==> src/rtl/mmu_load_sched_pkg.sv <==
// Shared state encoding and sizing constants for the MMU load scheduler.
// The optional loader timeout is enabled with MMU_LOAD_SCHED_TIMEOUT_EN.
package mmu_load_sched_pkg;

  typedef enum logic [2:0] {
    ST_IDLE   = 3'd0,
    ST_LOAD_W = 3'd1,
    ST_WAIT_W = 3'd2,
    ST_LOAD_D = 3'd3,
    ST_WAIT_D = 3'd4,
    ST_DRAIN  = 3'd5,
    ST_NEXT   = 3'd6
  } sched_state_t;

  localparam int DEFAULT_FIFO_WIDTH = 16;
  localparam int TIMEOUT_MULT       = 4;

  function automatic int max_int(input int a, input int b);
    return (a > b) ? a : b;
  endfunction

endpackage

==> src/rtl/mmu_load_sched_counter.sv <==
// Loadable down-counter with a zero flag; saturates at zero.
module sched_counter #(
  parameter int WIDTH = 8
) (
  input  logic             clk,
  input  logic             reset,
  input  logic             load,
  input  logic [WIDTH-1:0] load_value,
  input  logic             dec,
  output logic             zero
);

  logic [WIDTH-1:0] count;

  always_ff @(posedge clk) begin
    if (reset) begin
      count <= '0;
    end else if (load) begin
      count <= load_value;
    end else if (dec && (count != '0)) begin
      count <= count - WIDTH'(1);
    end
  end

  assign zero = (count == '0);

endmodule

==> src/rtl/mmu_load_sched.sv <==
// Sequences weight load, data load and array drain for each tile of a run.
// Define MMU_LOAD_SCHED_TIMEOUT_EN to add a sticky loader-timeout error.
module mmu_load_sched
  import mmu_load_sched_pkg::*;
#(
  parameter int fifo_width   = DEFAULT_FIFO_WIDTH,
  parameter int tile_width   = 8,
  parameter int drain_cycles = 2 * fifo_width
) (
  input  logic                  clk,
  input  logic                  reset,
  input  logic                  start,
  input  logic [tile_width-1:0] num_tiles,
  input  logic                  weight_done,
  input  logic                  data_done,
  output logic                  weight_active,
  output logic                  weight_stagger,
  output logic                  data_active,
  output logic                  data_stagger,
  output logic                  busy,
  output logic [tile_width-1:0] tile_idx,
  output logic                  done,
  output logic                  error
);

  localparam int TIMEOUT_CYCLES = TIMEOUT_MULT * fifo_width;
  localparam int CNT_W          = $clog2(max_int(drain_cycles, TIMEOUT_CYCLES) + 1);

  sched_state_t          state;
  logic                  arm;
  logic [tile_width-1:0] num_q;

  logic w_advance;
  logic d_advance;
  logic last_tile;
  logic drain_zero;
  logic timed_out;

  assign weight_stagger = 1'b0;
  assign data_stagger   = 1'b1;

  // Loader done idles high, so only a high seen after a low phase means finished.
  assign w_advance = (state == ST_WAIT_W) && weight_done && arm;
  assign d_advance = (state == ST_WAIT_D) && data_done && arm;
  assign last_tile = (tile_idx == (num_q - tile_width'(1)));

  sched_counter #(
    .WIDTH(CNT_W)
  ) u_drain_cnt (
    .clk       (clk),
    .reset     (reset),
    .load      (d_advance),
    .load_value(CNT_W'(drain_cycles - 1)),
    .dec       (state == ST_DRAIN),
    .zero      (drain_zero)
  );

`ifdef MMU_LOAD_SCHED_TIMEOUT_EN
  logic to_zero;

  sched_counter #(
    .WIDTH(CNT_W)
  ) u_timeout_cnt (
    .clk       (clk),
    .reset     (reset),
    .load      ((state == ST_LOAD_W) || (state == ST_LOAD_D)),
    .load_value(CNT_W'(TIMEOUT_CYCLES - 1)),
    .dec       ((state == ST_WAIT_W) || (state == ST_WAIT_D)),
    .zero      (to_zero)
  );

  assign timed_out = to_zero &&
                     (((state == ST_WAIT_W) && !w_advance) ||
                      ((state == ST_WAIT_D) && !d_advance));

  always_ff @(posedge clk) begin
    if (reset) begin
      error <= 1'b0;
    end else if (timed_out) begin
      error <= 1'b1;
    end
  end
`else
  assign timed_out = 1'b0;
  assign error     = 1'b0;
`endif

  // Outputs are registered, so each pulse is raised on the transition into its state.
  always_ff @(posedge clk) begin
    if (reset) begin
      state         <= ST_IDLE;
      busy          <= 1'b0;
      done          <= 1'b0;
      weight_active <= 1'b0;
      data_active   <= 1'b0;
      arm           <= 1'b0;
      tile_idx      <= '0;
      num_q         <= '0;
    end else begin
      weight_active <= 1'b0;
      data_active   <= 1'b0;
      done          <= 1'b0;
      case (state)
        ST_IDLE: begin
          if (start) begin
            if (num_tiles != '0) begin
              num_q         <= num_tiles;
              tile_idx      <= '0;
              busy          <= 1'b1;
              weight_active <= 1'b1;
              state         <= ST_LOAD_W;
            end else begin
              done <= 1'b1;
            end
          end
        end
        ST_LOAD_W: begin
          arm   <= 1'b0;
          state <= ST_WAIT_W;
        end
        ST_WAIT_W: begin
          if (!weight_done) begin
            arm <= 1'b1;
          end
          if (w_advance) begin
            data_active <= 1'b1;
            state       <= ST_LOAD_D;
          end else if (timed_out) begin
            done  <= 1'b1;
            busy  <= 1'b0;
            state <= ST_IDLE;
          end
        end
        ST_LOAD_D: begin
          arm   <= 1'b0;
          state <= ST_WAIT_D;
        end
        ST_WAIT_D: begin
          if (!data_done) begin
            arm <= 1'b1;
          end
          if (d_advance) begin
            state <= ST_DRAIN;
          end else if (timed_out) begin
            done  <= 1'b1;
            busy  <= 1'b0;
            state <= ST_IDLE;
          end
        end
        ST_DRAIN: begin
          if (drain_zero) begin
            done  <= last_tile;
            state <= ST_NEXT;
          end
        end
        ST_NEXT: begin
          if (last_tile) begin
            busy  <= 1'b0;
            state <= ST_IDLE;
          end else begin
            tile_idx      <= tile_idx + tile_width'(1);
            weight_active <= 1'b1;
            state         <= ST_LOAD_W;
          end
        end
        default: begin
          busy  <= 1'b0;
          state <= ST_IDLE;
        end
      endcase
    end
  end

endmodule

==> config.mk <==
export PLATFORM = sky130hd
export DESIGN_NAME = mmu_load_sched
export DESIGN_NICKNAME = d
export VERILOG_FILES = /design/src/rtl/mmu_load_sched_pkg.sv /design/src/rtl/mmu_load_sched_counter.sv /design/src/rtl/mmu_load_sched.sv
export SDC_FILE = /design/constraint.sdc
export NUM_CORES = 1
export LEC_CHECK = 0
export ABC_AREA = 1
export CAP_MARGIN = 5
export CORE_MARGIN = 1
export CORE_UTILIZATION = 53
export CTS_CLUSTER_SIZE = 40
export DETAILED_ROUTE_END_ITERATION = 7
export GPL_ROUTABILITY_DRIVEN = 0
export PLACE_DENSITY = 0.79
export SLEW_MARGIN = 20
export SYNTH_ARGS = -nofsm -noshare
export SYNTH_HDL_FRONTEND = slang
export SYNTH_SLANG_ARGS = --single-unit
==> constraint.sdc <==
create_clock -name clk -period 2.14 [get_ports clk]
set_input_delay 0.428 -clock clk [delete_from_list [all_inputs] [get_ports clk]]
set_output_delay 0.428 -clock clk [all_outputs]
set_load 0.005 [all_outputs]
* Yosys cells after proc, flatten, opt, wreduce, memory -nomap -nowiden
Index checks and enable logic that the tools add are counted.
** Word-level totals
- Flip-flop bits (word level) :: 31
- Input port bits :: 13
- Output and inout bits :: 15
- Logic and storage cells :: 81
** Operators by class
- Add/subtract/negate cells :: 3
- Eq/ne operators :: 16
- Multiplexer cells :: 29
- Bitwise logic cells :: 2
- Reduce and logical (&&, ||, !) cells :: 21
** Operators with widths (number)
- 8-bit 2-to-1 mux :: 3
- 3-bit case mux with 7 select lines :: 1
- 2-bit != test (second input constant) :: 9
- 8-bit case mux with 2 select lines :: 1
- 3-bit 2-to-1 mux :: 5
- 1-bit 2-to-1 mux :: 13
- 5-bit 2-to-1 mux :: 2
- 3-bit equality test (second input constant) :: 3
- 8-bit by 1-bit adder with 8-bit output (second input constant) :: 1
- 8-bit equality test :: 1
- 4-bit AND reduction :: 2
- 8-bit nonzero test :: 1
- 8-bit by 1-bit subtractor with 8-bit output (second input constant) :: 1
- 7-bit logical NOT :: 1
- 7-bit nonzero test :: 1
- 7-bit by 1-bit subtractor with 7-bit output (second input constant) :: 1
- 3-bit by 2-bit equality test with 1-bit output (second input constant) :: 2
- 1-bit case mux with 3 select lines :: 2
- 3-bit AND reduction :: 2
- 2-bit OR reduction :: 3
- 1-bit logical AND :: 5
- 5-bit AND reduction :: 1
- 5-bit OR reduction :: 1
- 1-bit case mux with 2 select lines :: 2
- other kinds (5) :: 7

* Logic depth before layout (Yosys ltp)
- Word-level depth :: 5
- Gate-level depth with buffers :: 14
- Depth with buffers taken out :: 14

* Hierarchy
From an unflattened synthesis, not the netlist that was laid out.
** Second synthesis, totals
- Cell total of the unflattened synthesis :: 325
- Area, all modules :: 1998.2 um^2
** By module, submodules not included
- mmu_load_sched :: instances 1, cells an instance 233, area each 1467.7 um^2, sequential area each 480.5 um^2
- sched_counter :: instances 1, cells an instance 92, area each 530.5 um^2, sequential area each 140.1 um^2

* Least setup slack after synthesis
Ideal clock, no wire load.
- Path type :: register -> register
- Start point :: reg num_q[0]
- End point :: reg tile_idx[2]
- Library setup time :: 0.132 ns
- Data arrival time :: 1.576 ns
- Data required time :: 2.008 ns
- Path slack :: 0.432 ns
- Stages on the path, launching flop included :: 12
- Buffers on the path :: 0
- Period minus slack after synthesis :: 1.708 ns
- Path through :: dfxtp_1 -> inv_1 -> ha_1 -> or2_2 -> nand2_1 -> nand2_1 -> nand2_1 -> nand3_1 -> nor2_1 -> nand3_2 -> nand3_1 -> a21oi_1
** On the way
- Word-level cells in the longest chain between the ends :: 4
** Ends and longest elaborated chain
- start: declaration :: line mmu_load_sched.sv:31 : logic [tile_width-1:0] num_q;
- start signal: assignment :: line mmu_load_sched.sv:107 : num_q <= num_tiles;
- 8-bit by 1-bit subtractor with 8-bit output :: line mmu_load_sched.sv:45 : assign last_tile = (tile_idx == (num_q - tile_width'(1)));
- 8-bit equality test :: line mmu_load_sched.sv:45
- 2-bit != test (no line)
- 4-bit AND reduction (no line)
- end signal: assignment :: line mmu_load_sched.sv:161 : tile_idx <= tile_idx + tile_width'(1);
- end: declaration :: line mmu_load_sched.sv:21 : output logic [tile_width-1:0] tile_idx,
Every way passes these cells.
A chain may end at the register's enable or synchronous reset.

* Worst setup path after layout
- Start point :: reg num_q[0]
- End point :: reg tile_idx[0]
Same word-level chain as after synthesis.

==> results.md <==
Clock tree:
- The longest clock path from root to sink contains 2 buffers.
- The number of CTS-inserted buffers is 5.
- The clock-pin slew reported for the worst setup and hold paths after clock tree synthesis is 100 ps.
- The worst-skew pair later-pin latency is between 300 and 400 ps.
- The maximum level of the CTS H-tree is 2.
- For this design, the CTS-stage hold fixing added 0 buffers.
- The count of instances resized after the clock tree is built is 0.
- The number of sinks driven by the clock tree is 31.
- TritonCTS built the clock tree.
- The CTS root buffer is sky130_fd_sc_hd__clkbuf_4.
- The post-CTS setup buffer count is 0.

Detailed routing:
- The final routed wire length divided by cell count is approximately 12 um.
- The via density per instance is around 5.2.
- The via total after detailed routing is between 1500 and 2000.
- Once detail routing completed, the nets flagged for antenna violations numbered 0.
- The detailed-router iteration count before antenna repair is 4.
- The residual DRC count is 0.
- Wires add up to 4300 um.
- After the first detailed-routing iteration, the DRC count stood at 110.

Floorplanning:
- The initialized floorplan defines 21 standard-cell rows.
- The die covers ~3700 um2.
- The floorplan step set the die width to 61.0 um.
- The region available for standard cell placement spans between 3000 and 4000 um2.
- The die height is around 61 um.
- In this run the count of I/O pins placed on the die edge is 28.
- Once the floorplan was initialized, standard cells occupied a little under three fifths of the core.

GRT:
- Global routing used ~7.0% of the available met3 tracks.
- The leftover overflow at the end of global routing is 0.
- The met1 global-route usage is 31.8%.
- In the global route stage, met2 resource usage came out at between 40% and 50%.
- The number of antenna violations at the first check in global routing came to 0.
- The overall global routing resource usage is a little over a quarter.
- The pin count of the biggest net entering global routing is 25.
- After global routing, the most crowded layer is met2.
- The first global-routing pass estimated around 7300 um of wire.
- The number of global-route vias before repair is 1754.

STA:
- The period utilization is around nine tenths.
- The worst path meets setup with 231 ps of slack.
- The hold violation total from the final report is 0.
- Between clock sinks in the finished design, the worst skew comes to approximately 5 ps.
- Setup repair after global routing left no endpoint under its margin.
- Setup violations remaining at the end of the flow were counted as 0.
- Derived from the worst setup path, the maximum achievable clock frequency is roughly 520 MHz.
- In the final timing run, aggregate negative setup slack is 0 ps.
- The shortest period the worst path allows is roughly 1900 ps.
- The final number of max-transition violations is 0.

Synthesis:
- The most common flop cell mapped by yosys is sky130_fd_sc_hd__dfxtp_1.
- The average instance in the mapped netlist occupies approximately 6.4 um2.
- The library cell with the largest summed area after synthesis is sky130_fd_sc_hd__dfxtp_1.
- In the post-synthesis netlist, the biggest area contributors are sky130_fd_sc_hd__dfxtp_1 (34%), sky130_fd_sc_hd__nand2_1 (12%), sky130_fd_sc_hd__nand3_1 (9.8%).
- The portion of synthesized cell area occupied by the leading cell type is roughly a third.
- By instance count, the leading cell after synthesis is sky130_fd_sc_hd__nand2_1.
- Sequential cells were found to cover between 30% and 40% of the synthesized design area.
- The number of storage elements in the synthesis netlist is 31.
- In this run, distinct cell masters in the synthesized netlist total 26.
- For this run, the number of Yosys warnings is 0.
- The netlist area before placement is around 1800 um2.
- Ranked by instance count, the synthesized netlist is headed by sky130_fd_sc_hd__nand2_1 (61), sky130_fd_sc_hd__nor2_1 (41), sky130_fd_sc_hd__inv_1 (40).
- After technology mapping, the gate count stands at between 200 and 300.
- The count of flip-flops with a built-in enable after synthesis is 0.
- After synthesis, the share of flip-flops with an asynchronous set or reset is 0%.

Finish:
- Compared with the post-synthesis result, the final layout area differs by 19.8%.
- The antenna diode instance count is 0.
- The number of nets in the finished design is between 300 and 400.
- The fraction of final layout cells sized beyond drive strength 1 is 5.66%.

Place:
- At the placement stage, the worst setup path has a slack of approximately 200 ps.
- The estimated wirelength of the detail-placed design is 3230 um.
- The count of input and output buffers is 24.

Worst hold path:
- The startpoint identified for the worst hold timing path is num_q[7].
- The min-delay analysis places its worst path in the category flip-flop to flip-flop.
- The worst hold path terminates at num_q[7].
- The cell count of the worst hold path is 2.

Power:
- The completed layout was analyzed and its total power is 2230 uW.
- The power density of the placed cells is a little over 1000 nW/um2.
- The maximum vdd ir drop is between 0.5 and 0.6 mV.
- The analysis attributes to cell leakage a power of a little over 0.0009 uW.

Critical path:
- The worst setup path is captured at a flip-flop.
- Data on the critical path arrives at its endpoint at 2200 ps.
- The startpoint identified for the worst register-to-register timing path is num_q[0].
- The reg-to-reg endpoint is tile_idx[0].
- The path depth of the worst reg2reg path is 12.
- In this run the worst path has a maximum fanout of 9.
- STA classifies the critical path startpoint as a flip-flop.
- The critical path class is flip-flop to flip-flop.
- The first element of the critical path is num_q[0].
- For flop-to-flop paths, the worst setup slack is approximately 230 ps.
- The required time reported for the critical path endpoint is about 2400 ps.

Flow run:
- The tool flagged a number of max-cap violations equal to 0.

Run status:
- The run finished with clean final reports.
where the power goes:
part           switching [uW]  internal, uW
registers                 121           679
logic                     618           398
clock network             217           192
total                     956          1270
flip-flops by register name, indices dropped and copies added (netlist names):
signal,cells
arm,1
busy,1
data_active,1
done,1
num_q,8
state,3
tile_idx,8
u_drain_cnt.count,7
weight_active,1
worst max path at each step:
stage | end | slack (ps) | depth (start not counted)
after floorplan | tile_idx[2] | 430 | 11
after global placement | tile_idx[1] | 230 | 10
after detailed placement | state[1] | 200 | 9
after CTS | tile_idx[0] | 240 | 12
after global routing | tile_idx[0] | 5 | 12
final | tile_idx[0] | 230 | 12
cells in the final DEF (no fill, tap or decap), types with 2 or more instances in the layout:
cell type                         synthesis  final
sky130_fd_sc_hd__a31oi_1                  4      4
sky130_fd_sc_hd__clkbuf_4                 0      5
sky130_fd_sc_hd__clkdlybuf4s50_1          0     24
sky130_fd_sc_hd__nor3b_1                  2      2
sky130_fd_sc_hd__xnor2_1                  2      2
sky130_fd_sc_hd__a211oi_1                 2      2
sky130_fd_sc_hd__nand4_1                  4      4
sky130_fd_sc_hd__o21ai_0                 10     10
sky130_fd_sc_hd__clkbuf_8                 0      2
sky130_fd_sc_hd__inv_1                   40     40
sky130_fd_sc_hd__o211ai_1                 2      2
sky130_fd_sc_hd__ha_1                     3      3
sky130_fd_sc_hd__dfxtp_1                 31     31
sky130_fd_sc_hd__conb_1                   2      3
sky130_fd_sc_hd__a21oi_1                 21     21
sky130_fd_sc_hd__nand3_1                 36     36
sky130_fd_sc_hd__nor3_1                  10     10
sky130_fd_sc_hd__xor2_1                   4      4
sky130_fd_sc_hd__buf_4                    4      2
sky130_fd_sc_hd__nor2_1                  41     41
sky130_fd_sc_hd__nand2_1                 61     61
through the flow:
step | std cells | hold slack [ps] | util, % | cell area (um2)
3_3_place_gp | 356 | 459 | 63.9 | 2130
3_5_place_dp | 356 | 467 | 63.9 | 2130
2_1_floorplan | 291 | 438 | - | 1850
4_1_cts | 364 | 489 | 66.1 | 2210
5_1_grt | 364 | 523 | 66.1 | 2210
6_report | 364 | 490 | 66.1 | 2210
area by class of cell:
type	count	area [um2]
multi-input combinational	211	1030
timing repair buffer	27	275
clock buffer	7	65.1
clock inverter	1	7.51
fill	318	1130
sequential	31	621
inverter	41	154
tap	46	57.6
worst max-delay path, cell delays in order (launching register included):
cell                      delay [ps]
sky130_fd_sc_hd__dfxtp_1         360
sky130_fd_sc_hd__inv_1            60
sky130_fd_sc_hd__ha_1            240
sky130_fd_sc_hd__or2_2           300
sky130_fd_sc_hd__nand2_1          70
sky130_fd_sc_hd__nand2_1          40
sky130_fd_sc_hd__nand2_1          50
sky130_fd_sc_hd__nand3_1          90
sky130_fd_sc_hd__nor2_1          180
sky130_fd_sc_hd__nand3_2         210
sky130_fd_sc_hd__nand3_1         120
sky130_fd_sc_hd__nand2_1          50
sky130_fd_sc_hd__nor2_1           80
layer usage:
metal / wire, um / share of wire (%)
met5: 0 / 0
met4: 74 / 1.7
met3: 176 / 4.1
met2: 2090 / 49
met1: 1960 / 46
kinds of logic after synthesis:
kind of cell,after synthesis,synth area share (%)
flip-flops,31,33.7
buffers and inverters,49,10.8
other,2,0.408
adder cells (fa/ha/maj),3,2.04
AO/OA/AOI/OAI,40,12.3
XOR/XNOR,6,2.85
AND/OR/NAND/NOR,159,37.9
Power figures use the tool's default switching activity.
